`config.mk`:
```
export PLATFORM = sky130hd
export DESIGN_NAME = puf_vote_controller
export DESIGN_NICKNAME = d
export VERILOG_FILES = /design/src/rtl/puf_ctrl_pkg.sv /design/src/rtl/puf_vote_counter.sv /design/src/rtl/puf_vote_controller.sv
export SDC_FILE = /design/constraint.sdc
export NUM_CORES = 1
export LEC_CHECK = 0
export ABC_CLOCK_PERIOD_IN_PS = 2300
export BUFFER_PORTS_ARGS = -buffer_cell sky130_fd_sc_hd__buf_4
export CAP_MARGIN = 25
export CORE_ASPECT_RATIO = 2
export CORE_MARGIN = 8
export CORE_UTILIZATION = 55
export DETAILED_ROUTE_END_ITERATION = 8
export PLACE_DENSITY = 0.78
export SLEW_MARGIN = 20
export SYNTH_ARGS = -nofsm -noshare
export SYNTH_HDL_FRONTEND = slang
export SYNTH_SLANG_ARGS = --single-unit
```
`constraint.sdc`:
```
create_clock -name CLK -period 2.3 [get_ports CLK]
set_clock_uncertainty 0.15 [all_clocks]
set_input_delay 0.23 -clock CLK [delete_from_list [all_inputs] [get_ports CLK]]
set_output_delay 0.23 -clock CLK [all_outputs]
set_load 0.01 [all_outputs]
```
`src/rtl/puf_ctrl_pkg.sv`:
```
// Shared state encoding, sizing helpers and default constants for the PUF vote controller.
// No datapath; pure compile-time definitions.
package puf_ctrl_pkg;

  localparam int DEF_NUM_RUNS  = 63;
  localparam int DEF_THRESHOLD = 32;
  localparam int DEF_NUM_BITS  = 8;
  localparam int DEF_TIMEOUT   = 1023;

  typedef enum logic [2:0] {
    S_IDLE    = 3'd0,
    S_CLEAR   = 3'd1,
    S_RUN     = 3'd2,
    S_SAMPLE  = 3'd3,
    S_RESOLVE = 3'd4,
    S_DONE    = 3'd5
  } state_t;

  function automatic int clog2(input int value);
    int r;
    r = 0;
    for (int i = 0; i < 31; i++) begin
      if ((1 << i) < value) r = i + 1;
    end
    return r;
  endfunction

  // Select field width never collapses to zero, even for a single challenge.
  function automatic int sel_width(input int n);
    return (n > 1) ? clog2(n) : 1;
  endfunction

endpackage

```
`src/rtl/puf_vote_counter.sv`:
```
// Run/ones counters for one challenge plus majority and unanimity decodes; counts update one cycle after sample.
// No backpressure: clear dominates sample, and the owner guarantees at most NUM_RUNS samples between clears.
module puf_vote_counter
  import puf_ctrl_pkg::*;
#(
  parameter int NUM_RUNS  = DEF_NUM_RUNS,
  parameter int THRESHOLD = DEF_THRESHOLD
) (
  input  logic CLK,
  input  logic RST,
  input  logic clear,
  input  logic sample,
  input  logic response,
  output logic last_run,
  output logic vote,
  output logic unstable
);

  localparam int CW = clog2(NUM_RUNS + 1);

  logic [CW-1:0] run_cnt;
  logic [CW-1:0] ones_cnt;

  always_ff @(posedge CLK) begin
    if (RST || clear) begin
      run_cnt  <= '0;
      ones_cnt <= '0;
    end else if (sample) begin
      run_cnt <= run_cnt + CW'(1);
      if (response) ones_cnt <= ones_cnt + CW'(1);
    end
  end

  // Sampled while in SAMPLE, so "this sample is the last" means the pre-increment count is NUM_RUNS-1.
  assign last_run = (run_cnt == CW'(NUM_RUNS - 1));
  assign vote     = (ones_cnt >= CW'(THRESHOLD));
  assign unstable = (ones_cnt != '0) && (ones_cnt != CW'(NUM_RUNS));

endmodule

```
`src/rtl/puf_vote_controller.sv`:
```
// Sequences NUM_RUNS RO evaluations per challenge over NUM_BITS challenges and majority-votes each into a response bit.
// Latency NUM_BITS*(NUM_RUNS*(R+2)+1)+1 cycles; waits on finished (bounded by TIMEOUT), EN_master low aborts or acknowledges.
module puf_vote_controller
  import puf_ctrl_pkg::*;
#(
  parameter int NUM_RUNS  = DEF_NUM_RUNS,
  parameter int THRESHOLD = DEF_THRESHOLD,
  parameter int NUM_BITS  = DEF_NUM_BITS,
  parameter int TIMEOUT   = DEF_TIMEOUT
) (
  input  logic                             CLK,
  input  logic                             RST,
  input  logic                             EN_master,
  input  logic                             Response_1,
  input  logic                             finished,
  output logic                             EN,
  output logic                             CLR,
  output logic                             CE,
  output logic [sel_width(NUM_BITS)-1:0]   Challenge,
  output logic [NUM_BITS-1:0]              Response_master,
  output logic [NUM_BITS-1:0]              Unstable_mask,
  output logic                             Finished_master,
  output logic                             Timeout_err,
  output logic                             PUF_busy
);

  localparam int CHW = sel_width(NUM_BITS);
  localparam int TW  = (clog2(TIMEOUT + 1) > 0) ? clog2(TIMEOUT + 1) : 1;

  state_t        state;
  state_t        state_nxt;
  logic          en_latch;
  logic [TW-1:0] to_cnt;
  logic          start;
  logic          last_chal;
  logic          to_hit;
  logic          cnt_clear;
  logic          cnt_sample;
  logic          last_run;
  logic          vote;
  logic          unstable;

  assign start     = EN_master && !en_latch;
  assign last_chal = (Challenge == CHW'(NUM_BITS - 1));
  assign to_hit    = (to_cnt == TW'(TIMEOUT));
  assign cnt_clear  = (state == S_IDLE) || (state == S_RESOLVE);
  assign cnt_sample = (state == S_SAMPLE);

  puf_vote_counter #(
    .NUM_RUNS  (NUM_RUNS),
    .THRESHOLD (THRESHOLD)
  ) u_vote (
    .CLK      (CLK),
    .RST      (RST),
    .clear    (cnt_clear),
    .sample   (cnt_sample),
    .response (Response_1),
    .last_run (last_run),
    .vote     (vote),
    .unstable (unstable)
  );

  always_comb begin
    state_nxt       = state;
    EN              = 1'b0;
    CLR             = 1'b0;
    CE              = 1'b0;
    Finished_master = 1'b0;
    PUF_busy        = 1'b0;
    unique case (state)
      S_IDLE: begin
        if (start) state_nxt = S_CLEAR;
      end
      S_CLEAR: begin
        CLR       = 1'b1;
        PUF_busy  = 1'b1;
        state_nxt = EN_master ? S_RUN : S_IDLE;
      end
      S_RUN: begin
        EN       = 1'b1;
        CE       = 1'b1;
        PUF_busy = 1'b1;
        // to_cnt==0 marks the first RUN cycle, where finished may still be stale from the previous run.
        if (!EN_master)                       state_nxt = S_IDLE;
        else if (finished && to_cnt != '0)    state_nxt = S_SAMPLE;
        else if (to_hit)                      state_nxt = S_DONE;
      end
      S_SAMPLE: begin
        EN       = 1'b1;
        PUF_busy = 1'b1;
        if (!EN_master)    state_nxt = S_IDLE;
        else if (last_run) state_nxt = S_RESOLVE;
        else               state_nxt = S_CLEAR;
      end
      S_RESOLVE: begin
        PUF_busy = 1'b1;
        if (!EN_master)     state_nxt = S_IDLE;
        else if (last_chal) state_nxt = S_DONE;
        else                state_nxt = S_CLEAR;
      end
      S_DONE: begin
        Finished_master = 1'b1;
        if (!EN_master) state_nxt = S_IDLE;
      end
      default: state_nxt = S_IDLE;
    endcase
  end

  always_ff @(posedge CLK) begin
    if (RST) begin
      state           <= S_IDLE;
      en_latch        <= 1'b0;
      to_cnt          <= '0;
      Challenge       <= '0;
      Response_master <= '0;
      Unstable_mask   <= '0;
      Timeout_err     <= 1'b0;
    end else begin
      state    <= state_nxt;
      en_latch <= EN_master;

      if (state == S_CLEAR)                 to_cnt <= '0;
      else if (state == S_RUN && !to_hit)   to_cnt <= to_cnt + TW'(1);

      if (state == S_IDLE)
        Challenge <= '0;
      else if (state == S_RESOLVE && EN_master && !last_chal)
        Challenge <= Challenge + CHW'(1);

      // Results survive the return to IDLE and are only wiped by a new start or an abort.
      if (state == S_IDLE && start) begin
        Response_master <= '0;
        Unstable_mask   <= '0;
        Timeout_err     <= 1'b0;
      end else if (PUF_busy && !EN_master) begin
        Response_master <= '0;
        Unstable_mask   <= '0;
      end else if (state == S_RESOLVE) begin
        Response_master[Challenge] <= vote;
        Unstable_mask[Challenge]   <= unstable;
      end else if (state == S_RUN && state_nxt == S_DONE) begin
        Response_master <= '0;
        Unstable_mask   <= '1;
        Timeout_err     <= 1'b1;
      end
    end
  end

endmodule

```
==> qor.yml <==
syn_inst: 256
required_ps: 2310
wl_mm: 5.161
rsz0062_at_grt: "no"
p_leak_uw: 0.001030
drv_slew: 0
register_area_um2: 920.9
fin_nets: 298
gr-total-overflow: 0
syn_nets: 269
min-delay-path-class: "primary input to register"
numPortBuffers: 29
cts_setup_buffers: 0
cell_internal_pwr_uw: 1174
status: "complete, no violations"
critPathLaunch: "to_cnt[1]"
relSlewSlack_pct: 62.14
ys_seq_elements: 46
core_um2: 4046
antenna_found_initial: 0
fin_setup_tns_ps: 0
power_frac_seq_pct: 53.9
power.share.combinational_pct: 5.1
ys_dominant_reg_cell: "dfxtp_1"
grt_busiest_layer: "met2"
synth_top_area_cell: "dfxtp_1"
critical_path_class: "register to register"
hold_path.startpoint: "RST"
grt_use_total_pct: 16.59
gp_congestion: 0.8464
switching_share_pct: 21.21
grtUsageMet3_pct: 2.878
setup_viol_count_final: 0
cp-start-kind: "register"
power_density_nw_per_um2: 564.2
vias_per_cell: 5.822
drtIter0Drc: 68
maxCapViolations: 0
synthArstFlopShare_pct: 0
post-dp-hpwl_mm: 3.895
finalCritPeriodShare_pct: 87.55
critPathMaxFanout: 8
synth_area_um2: 2283
fin_crit_ps: 2014
yosysTopAreaCellShare_pct: 40.33
initial_utilization_pct: 56.43
synthTopCellsByArea: "dfxtp_1 (40%), nor2_1 (4.6%), ha_1 (4.4%)"
first_pass_iters: 4
vias: 1962
worst_pin_slew_ps: 565.8
die_h_um: 107.1
die_w_um: 61.56
place_inst: 330
r2r_start: "to_cnt[1]"
grtUsageMet1_pct: 16.41
ctsResizeCount: 0
area_growth_pct: 15.67
synth-edff-count: 0
yosysMostFrequentCell: "dfxtp_1"
multi_input_area_um2: 1252
grt_pass1_wl_mm: 8.507
arrival_ps: 2020
pwr-share-clk_pct: 41.0
die-area_um2: 6594
antenna_left: 0
synth_common_cells: "dfxtp_1 (46), nor2_1 (28), nand2_1 (19), a21oi_1 (18), nand4_1 (12)"
root_buffer: "clkbuf_8"
hold_viol: 0
clockBufferDepth: 2
vdd_ir_drop_max_uv: 572.7
synth_seq_area_share_pct: 40.33
wl_per_cell_um: 15.31
instances_no_fill: 337
clock-sinks: 46
drcViolationCount: 0
worstSetupEndpointType: "register"
grt_max_degree: 18
rows: 33
clk_latency_ps: 300
yosys_warnings: 0
fmaxAchievable_mhz: 496.6
path_clk_slew_ps: 90
numCtsBuffers: 5
cts_max_level: 2
diodes: 0
drive_above_1_share_pct: 18.60
power.switching_uw: 316.0
fillers: 371
grt_pass1_vias: 1921
ioPinCount: 30
ys_types: 49
cts_hold_buf: 0
cts_tree: "built"
avgSynthCellArea_um2: 8.920
grtUsageMet2_pct: 29.81
## worst max-delay path, cell delays in order, from the launching register on
cell and delay [ps]:
dfxtp_1 370, ha_1 250, nand4_2 230, nand4bb_1 260, nor2_1 460, o32ai_1 150
## cell families after synthesis
| kind of cell | count (synthesis) | synth area share, % |
|---|---|---|
| mux | 10 | 4.384 |
| flops | 46 | 40.33 |
| buf+inv | 21 | 4.821 |
| simple gates | 112 | 26.80 |
| xor+xnor | 13 | 4.986 |
| fa+ha+maj | 8 | 4.384 |
| compound gates | 46 | 14.30 |
## layout make-up
cell class	instances	area share [%]
Multi-Input combinational cell	189	47.42
Tap cell	52	2.463
Timing Repair Buffer	33	9.379
Sequential cell	46	34.87
Clock inverter	1	1.137
Inverter	10	1.611
Clock buffer	6	3.126
## worst paths after layout
kind	end	slack, ps	cells past startpoint
setup / recovery	Response_master[4]	290	5
hold / removal	state[0]	30	2
setup reg to reg	Response_master[4]	290	5
hold reg to reg	Timeout_err	330	2
## placed cells by master, fill, tap and decap left out, types with 10 or more instances in the layout
| master | synthesis | layout |
|---|---|---|
| dfxtp_1 | 46 | 46 |
| buf_4 | 2 | 33 |
| nor2_1 | 28 | 28 |
| nand2_1 | 19 | 19 |
| a21oi_1 | 18 | 18 |
| nand4_1 | 12 | 12 |
| nand3_1 | 11 | 11 |
| mux2i_1 | 10 | 10 |
## power by group through the flow
| stage | Sequential [µW] | Combinational, µW | Clock, µW |
|---|---|---|---|
| after CTS | 803 | 77.1 | 626 |
| final | 803 | 76.5 | 610 |
| after global placement | 822 | 76.6 | 0 |
| after global routing | 804 | 84.1 | 661 |
| after detailed placement | 822 | 76.7 | 0 |
| after floorplan | 819 | 59.3 | 0 |
## per-stage QoR
step | util [%] | total power (µW) | hold slack [ps] | setup WS [ps] | area, µm²
after CTS | 65.28 | 1507 | 14.56 | 272.0 | 2641
after global routing | 65.28 | 1549 | 23.50 | 102.1 | 2641
after global placement | 62.49 | 898.2 | 304.0 | 372.1 | 2529
after floorplan | - | 878.3 | 235.4 | 521.0 | 2283
after detailed placement | 62.49 | 898.6 | 326.7 | 307.1 | 2529
final | 65.28 | 1490 | 29.50 | 286.3 | 2641
## state kept, by name (all words and copies together), names as in the netlist
register         count
u_vote.run_cnt       6
state                3
Unstable_mask        8
en_latch             1
u_vote.ones_cnt      6
Response_master      8
to_cnt              10
Timeout_err          1
Challenge            3
## layer usage
metal,up-vias,part of all wire [%]
li1,982,-
met1,920,37
met2,41,56
met3,19,4.0
met4,0,3.2
met5,-,0
(Power assumes the default switching activity.)
